### src/rtl/hex_ascii_pkg.sv
// hex_ascii_pkg: shared states, ASCII constants and nibble encoder for the hex streamer
package hex_ascii_pkg;
  typedef enum logic [2:0] {IDLE, PFX0, PFX1, DIGIT, CR, LF} hex_state_t;
  localparam logic [7:0] ASCII_0 = 8'h30;
  localparam logic [7:0] ASCII_X = 8'h78;
  localparam logic [7:0] ASCII_CR = 8'h0d;
  localparam logic [7:0] ASCII_LF = 8'h0a;
  localparam logic [7:0] ASCII_UC_OFS = 8'h37;
  localparam logic [7:0] ASCII_LC_OFS = 8'h57;
  function automatic logic [7:0] nib2ascii(input logic [3:0] nibble, input logic lowercase);
    return (nibble < 4'd10) ? ASCII_0 + {4'h0, nibble}
                            : (lowercase ? ASCII_LC_OFS : ASCII_UC_OFS) + {4'h0, nibble};
  endfunction
endpackage

### src/rtl/hex_ascii_streamer.sv
// hex_ascii_streamer: serializes an N-nibble word as hex ASCII text, one char per handshake
module hex_ascii_streamer
  import hex_ascii_pkg::*;
#(
  parameter int NNIBBLES = 4,
  parameter int PREFIX = 1,
  parameter int LOWERCASE = 0,
  parameter int SUPPRESS_ZEROS = 0,
  parameter int TERM = 0
) (
  input  logic                  clk,
  input  logic                  rst_n,
  input  logic [4*NNIBBLES-1:0] in_data,
  input  logic                  in_valid,
  output logic                  in_ready,
  output logic [7:0]            out_char,
  output logic                  out_valid,
  input  logic                  out_ready,
  output logic                  busy
);
  localparam int IW = (NNIBBLES > 1) ? $clog2(NNIBBLES) : 1;
  hex_state_t state, state_nx;
  logic [IW-1:0] idx, idx_nx, lead, idx_dec;
  logic [4*NNIBBLES-1:0] word, word_nx;
  logic [7:0] char_nx;
  logic valid_nx, hs;
  assign in_ready = state == IDLE;
  assign busy = state != IDLE;
  assign hs = out_valid && out_ready;
  assign idx_dec = idx - IW'(1);
  // leading-zero priority encoder: highest nonzero nibble wins, zero word yields 0
  always_comb begin
    lead = (SUPPRESS_ZEROS != 0) ? '0 : IW'(NNIBBLES - 1);
    if (SUPPRESS_ZEROS != 0)
      for (int i = 0; i < NNIBBLES; i++)
        if (in_data[4*i +: 4] != 4'h0) lead = IW'(i);
  end
  always_comb begin
    state_nx = state;
    idx_nx = idx;
    word_nx = word;
    char_nx = out_char;
    valid_nx = out_valid;
    case (state)
      IDLE: if (in_valid) begin
        word_nx = in_data;
        idx_nx = lead;
        state_nx = (PREFIX != 0) ? PFX0 : DIGIT;
        char_nx = (PREFIX != 0) ? ASCII_0 : nib2ascii(in_data[{lead, 2'b00} +: 4], LOWERCASE != 0);
        valid_nx = 1'b1;
      end
      PFX0: if (hs) begin
        state_nx = PFX1;
        char_nx = ASCII_X;
      end
      PFX1: if (hs) begin
        state_nx = DIGIT;
        char_nx = nib2ascii(word[{idx, 2'b00} +: 4], LOWERCASE != 0);
      end
      DIGIT: if (hs) begin
        if (idx != '0) begin
          idx_nx = idx_dec;
          char_nx = nib2ascii(word[{idx_dec, 2'b00} +: 4], LOWERCASE != 0);
        end else begin
          state_nx = (TERM != 0) ? CR : IDLE;
          char_nx = (TERM != 0) ? ASCII_CR : out_char;
          valid_nx = TERM != 0;
        end
      end
      CR: if (hs) begin
        state_nx = LF;
        char_nx = ASCII_LF;
      end
      LF: if (hs) begin
        state_nx = IDLE;
        valid_nx = 1'b0;
      end
      default: begin
        state_nx = IDLE;
        valid_nx = 1'b0;
      end
    endcase
  end
  always_ff @(posedge clk or negedge rst_n) begin
    if (!rst_n) begin
      state <= IDLE;
      idx <= '0;
      word <= '0;
      out_char <= 8'h00;
      out_valid <= 1'b0;
    end else begin
      state <= state_nx;
      idx <= idx_nx;
      word <= word_nx;
      out_char <= char_nx;
      out_valid <= valid_nx;
    end
  end
endmodule

### config.mk
export PLATFORM = sky130hd
export DESIGN_NAME = hex_ascii_streamer
export DESIGN_NICKNAME = d
export VERILOG_FILES = /design/src/rtl/hex_ascii_pkg.sv /design/src/rtl/hex_ascii_streamer.sv
export SDC_FILE = /design/constraint.sdc
export NUM_CORES = 1
export LEC_CHECK = 0
export CORE_ASPECT_RATIO = 1.2
export CORE_MARGIN = 2
export CORE_UTILIZATION = 56
export CTS_CLUSTER_DIAMETER = 80
export DETAILED_ROUTE_END_ITERATION = 10
export PLACE_DENSITY = 0.89
export SYNTH_ARGS = -nofsm -noshare
export SYNTH_HDL_FRONTEND = slang
export SYNTH_SLANG_ARGS = --single-unit
### constraint.sdc
create_clock -name clk -period 5.6 [get_ports clk]
set_clock_uncertainty 0.2 [all_clocks]
set_input_delay 1.12 -clock clk [delete_from_list [all_inputs] [get_ports clk]]
set_output_delay 1.12 -clock clk [all_outputs]
set_load 0.05 [all_outputs]
After elaboration in Yosys (flattened, before gate mapping)

Cells that the tools add are included.

Word-level logic and storage cells: 66
Input port bits: 20
Output and inout bits: 11
Register bits after elaboration: 30

Eq/ne operators: 13
Magnitude comparators: 2
Muxes and demuxes: 26
Reduce and logical (&&, ||, !) cells: 12
Bitwise operators: 1
Add/sub/neg operators: 5
Shifts and indexed selects: 2

Operators with widths:

| kind                                           | number |
|---|---|
| two-way mux 8 bit                              | 6 |
| case mux 8 bit (5 select lines)                | 1 |
| variable part select 16 x 5 -> 4 bit           | 2 |
| adder 6 x 4 -> 7 bit (first input constant)    | 4 |
| two-way mux 3 bit                              | 7 |
| case mux 3 bit (6 select lines)                | 1 |
| != test 2 bit (second input constant)          | 8 |
| two-way mux 7 bit                              | 2 |
| AND reduction 7 bit                            | 2 |
| < comparator 4 bit (second input constant)     | 2 |
| == test 3 x 2 -> 1 bit (second input constant) | 2 |
| == test 3 bit (second input constant)          | 2 |
| two-way mux 2 bit                              | 3 |
| AND reduction 5 bit                            | 1 |
| nonzero test 5 bit                             | 1 |
| two-way mux 1 bit                              | 4 |
| case mux 1 bit (4 select lines)                | 1 |
| case mux 2 bit (2 select lines)                | 1 |
| AND reduction 4 bit                            | 1 |
| nonzero test 2 bit                             | 2 |
| == test 3 x 1 -> 1 bit (second input constant) | 1 |
| logical NOT 3 bit                              | 1 |
| nonzero test 3 bit                             | 1 |
| OR reduction 3 bit                             | 1 |
| other kinds (4)                                | 4 |

Depth between registers and ports, before layout

Word-level depth: 7
Mapped depth: 10
Mapped depth without buffers: 9

Least setup slack after synthesis

OpenSTA, ideal clock, no wires.

Path kind: reg-to-output
From: register state[0]
To: output port busy
Buffers on the path: 1
Data required time: 4280 ps
Path slack: 1996 ps
Stages on the path, launching flop included: 4
Arrival: 2284 ps
Cell sequence: dfrtp_1 clkbuf_1 nor3_1 inv_1

Cells in the longest elaborated chain, start to end: 1

RTL lines:

| what                   | line                     | source |
|---|---|---|
| from (decl)            | hex_ascii_streamer.sv:22 | `hex_state_t state, state_nx;` |
| from (signal assigned) | hex_ascii_streamer.sv:92 | `state <= state_nx;` |
| nonzero test 3 bit     | hex_ascii_streamer.sv:28 | `assign busy = state != IDLE;` |
| to (decl)              | hex_ascii_streamer.sv:19 | `output logic busy` |

Every way passes these cells.

Worst setup path after layout

From: register state[0]
To: output port in_ready

Cells in the longest elaborated chain, start to end: 1

RTL lines:

| what              | line                     | source |
|---|---|---|
| logical NOT 3 bit | hex_ascii_streamer.sv:27 | `assign in_ready = state == IDLE;` |
| to (decl)         | hex_ascii_streamer.sv:15 | `output logic in_ready,` |

Every way passes these cells.

==> impl_metrics.csv <==
group,metric,value,unit
logic_synthesis,synth_seq_cells,29,
drt,wl,3560,microns
sta,rsz0062_at_grt,"no",
floorplanning,start_util,57.6,%
drt,wire_per_inst,15.9,microns
cells_and_area,fill_cells,215,
logic_synthesis,syn_area,1730,sq um
logic_synthesis,syn_area_per_cell,10.9,sq um
logic_synthesis,ys_seq_area_share,42.0,%
logic_synthesis,synth_cells,159,
clock_tree,clock_tree.htree_level_count,2,
sta,setup_viol,0,
worst_setup_path,path_max_fanout,18,
sta,drv_slew,0,
run,cap_violations,0,
sta,relSlewSlack,45.1,%
floorplanning,die_w,54.7,microns
sta,clock.fmax,291,MHz
sta,max_slew.worst_pin.slew,0.823,ns
worst_setup_path,critPathLaunch,"state[0]",
logic_synthesis,syn_nets,182,
sta,setup_tns,0,ns
logic_synthesis,yosysUniqueCellTypes,39,
global_routing,grt_pass1_wl,6010,microns
clock_tree,postCtsSetupBuffers,0,
clock_tree,cts_buffers,5,
worst_setup_path,critPathCaptureType,"primary output",
floorplanning,std_cell_rows,22,
logic_synthesis,synth_top_area_cell,"dfrtp_1",
floorplanning,die_y,64.9,microns
cells_and_area,final_cell_mix,"29 x dfrtp_1, 29 x clkdlybuf4s50_1, 17 x mux2_2",
cells_and_area,layout-drive-gt1-share,17.6,%
worst_setup_path,critPathKind,"flop to primary output",
drt,vias_per_cell,6.16,
floorplanning,core_area,3000,sq um
power_and_ir_drop,ir_worst_vdd,0.000382,V
global_routing,track_usage,24.2,%
logic_synthesis,synth_top_family_by_area,"multiplexers",
worst_setup_path,slowest_delay,0.86,ns
power_and_ir_drop,p_per_area,617,nW/um^2
outcome,status,"complete, no violations",
global_routing,grt_pass1_vias,1315,
logic_synthesis,synth_warnings,0,
logic_synthesis,synth_top_cell_area_share,42.0,%
placed_design,gp_congestion,0.898,
power_and_ir_drop,p_leak,0.864,nW
placed_design,hpwlAfterDp,2690,microns
floorplanning,ios,31,
drt,initialDrtViolationCount,40,
logic_synthesis,yosys.area_share.simple,12.9,%
global_routing,overflow,0,
worst_setup_path,arrival,2.11,ns
worst_setup_path,required,4.28,ns
cells_and_area,areaGrowthSynthToFinish,21.9,%
sta,whs,0.311,ns
global_routing,grt_max_degree,30,
global_routing,antenna_found_initial,0,
cells_and_area,insertedDiodeCount,0,
sta,period_needed,3.43,ns
logic_synthesis,synth_xor_area_share,1.01,%
worst_hold_path,hold_class,"flop to flop",
worst_setup_path,reg2reg_from,"idx[0]",
sta,min_period_over_period,61.3,%
logic_synthesis,synthAdderAreaFrac,2.17,%
logic_synthesis,synth_mux_area_share,22.1,%
clock_tree,ctsHoldBuffers,0,
logic_synthesis,synth_compound_area_share,14.8,%
clock_tree,cts_tree,"built",
drt,vias,1380,
clock_tree,clk_latency,0.34,ns
drt,drt_drc_violations_left,0,
clock_tree,cts_root_buf,"clkbuf_4",
drt,ant_nets,0,
clock_tree,path_clk_slew,0.11,ns
worst_setup_path,crit_chain,"nor3_1, clkdlybuf4s50_1",
clock_tree,clock-sinks,29,
placed_design,port_buffers,29,
sta,hold_viol_final,0,
logic_synthesis,yosys-top-cells-area,"dfrtp_1 42%, mux2_2 11%, mux4_2 6.5%",
cells_and_area,nNetsFinal,210,
drt,firstDrtPassIters,4,
floorplanning,die_area,3550,sq um
clock_tree,cts_resized,0,
worst_setup_path,startpoint_type,"flop",
clock_tree,cts_max_path_buffers,2,
worst_setup_path,cp_slowest_cell,"clkdlybuf4s50_1",
worst_hold_path,worstHoldStart,"out_char[5]",
registers in the layout (all words and copies together) (netlist names):
signal     flops
word          16
idx            2
state          3
out_valid      1
out_char       7
layer usage:
metal | part of all wire [%] | global-route usage, % | vias to the layer above
li1 | - | - | 648
met4 | 2.8 | 12.8 | 0
met2 | 50 | 34.5 | 43
met3 | 5.1 | 7.14 | 8
met1 | 42 | 32.7 | 681
met5 | 0 | 0 | -
cell type report:
cell class / instances / area, sq um / area share, %
clock buffer: 5 / 37.5 / 1.78
clock inverter: 3 / 46.3 / 2.20
inverter: 9 / 33.8 / 1.60
multi-input combinational: 112 / 921 / 43.7
sequential: 29 / 726 / 34.4
tap: 36 / 45.0 / 2.14
timing repair buffer: 30 / 298 / 14.1
power by group:
part           total (mW)  switching [mW]  internal (mW)
combinational       0.732           0.375          0.357
sequential          0.390          0.0915          0.298
clock               0.179          0.0841         0.0944
synthesized netlist by cell type:
master and count:
dfrtp_1 29, mux2_2 17, a21oi_1 10, nand2_1 9, nor2_1 9, inv_1 8, nor2b_1 7, nor3_1 7
mux4_2 5, clkbuf_1 4, o21ai_0 4, a211oi_1 3, buf_2 3, ha_1 3, mux4_1 3, nand3_1 3
o22a_1 3, o22ai_1 3, a21o_1 2, a221o_1 2, and2_1 2, and3_1 2, nand4_1 2, o21a_1 2
o2bb2ai_1 2, xnor2_1 2, a31o_2 1, a31oi_1 1, a41oi_1 1, and4b_1 1, buf_4 1, buf_6 1
clkinv_1 1, conb_1 1, nand2b_1 1, nor3b_1 1, o211a_1 1, o21ai_2 1, o221ai_1 1
worst max-delay path, delay by kind of cell, from the launching register on:
family                 cells  cell delay [ns]
buffers and inverters      1             0.86
AND/OR/NAND/NOR            1             0.34
flip-flops                 1             0.57
stage by stage:
step	total power, mW	instance area (sq um)	std cells	setup WS [ns]	utilization (%)
global route	1.39	2110	224	2.03	70.2
finish	1.30	2110	224	2.17	70.2
detailed placement	1.12	2020	216	2.46	67.4
CTS	1.31	2110	224	2.16	70.2
floorplan	0.947	1730	159	2.00	-
global placement	1.09	2020	216	2.51	67.4
logic make-up after synthesis:
family          count (synthesis)
other cells                     1
mux                            25
xor+xnor                        2
compound gates                 37
simple gates                   44
fa+ha+maj                       3
flops                          29
buf+inv                        18
path summary, 6_finish.rpt:
check	end	slack, ns	cells past startpoint
min in group asynchronous	out_char[6]	0.94	2
max reg2reg	out_char[2]	2.78	8
min	out_char[5]	0.31	1
max in group asynchronous	word[6]	3.99	2
min reg2reg	out_char[5]	0.31	1
max	in_ready	2.17	2
Note: power is estimated with default switching activity, not from simulation.
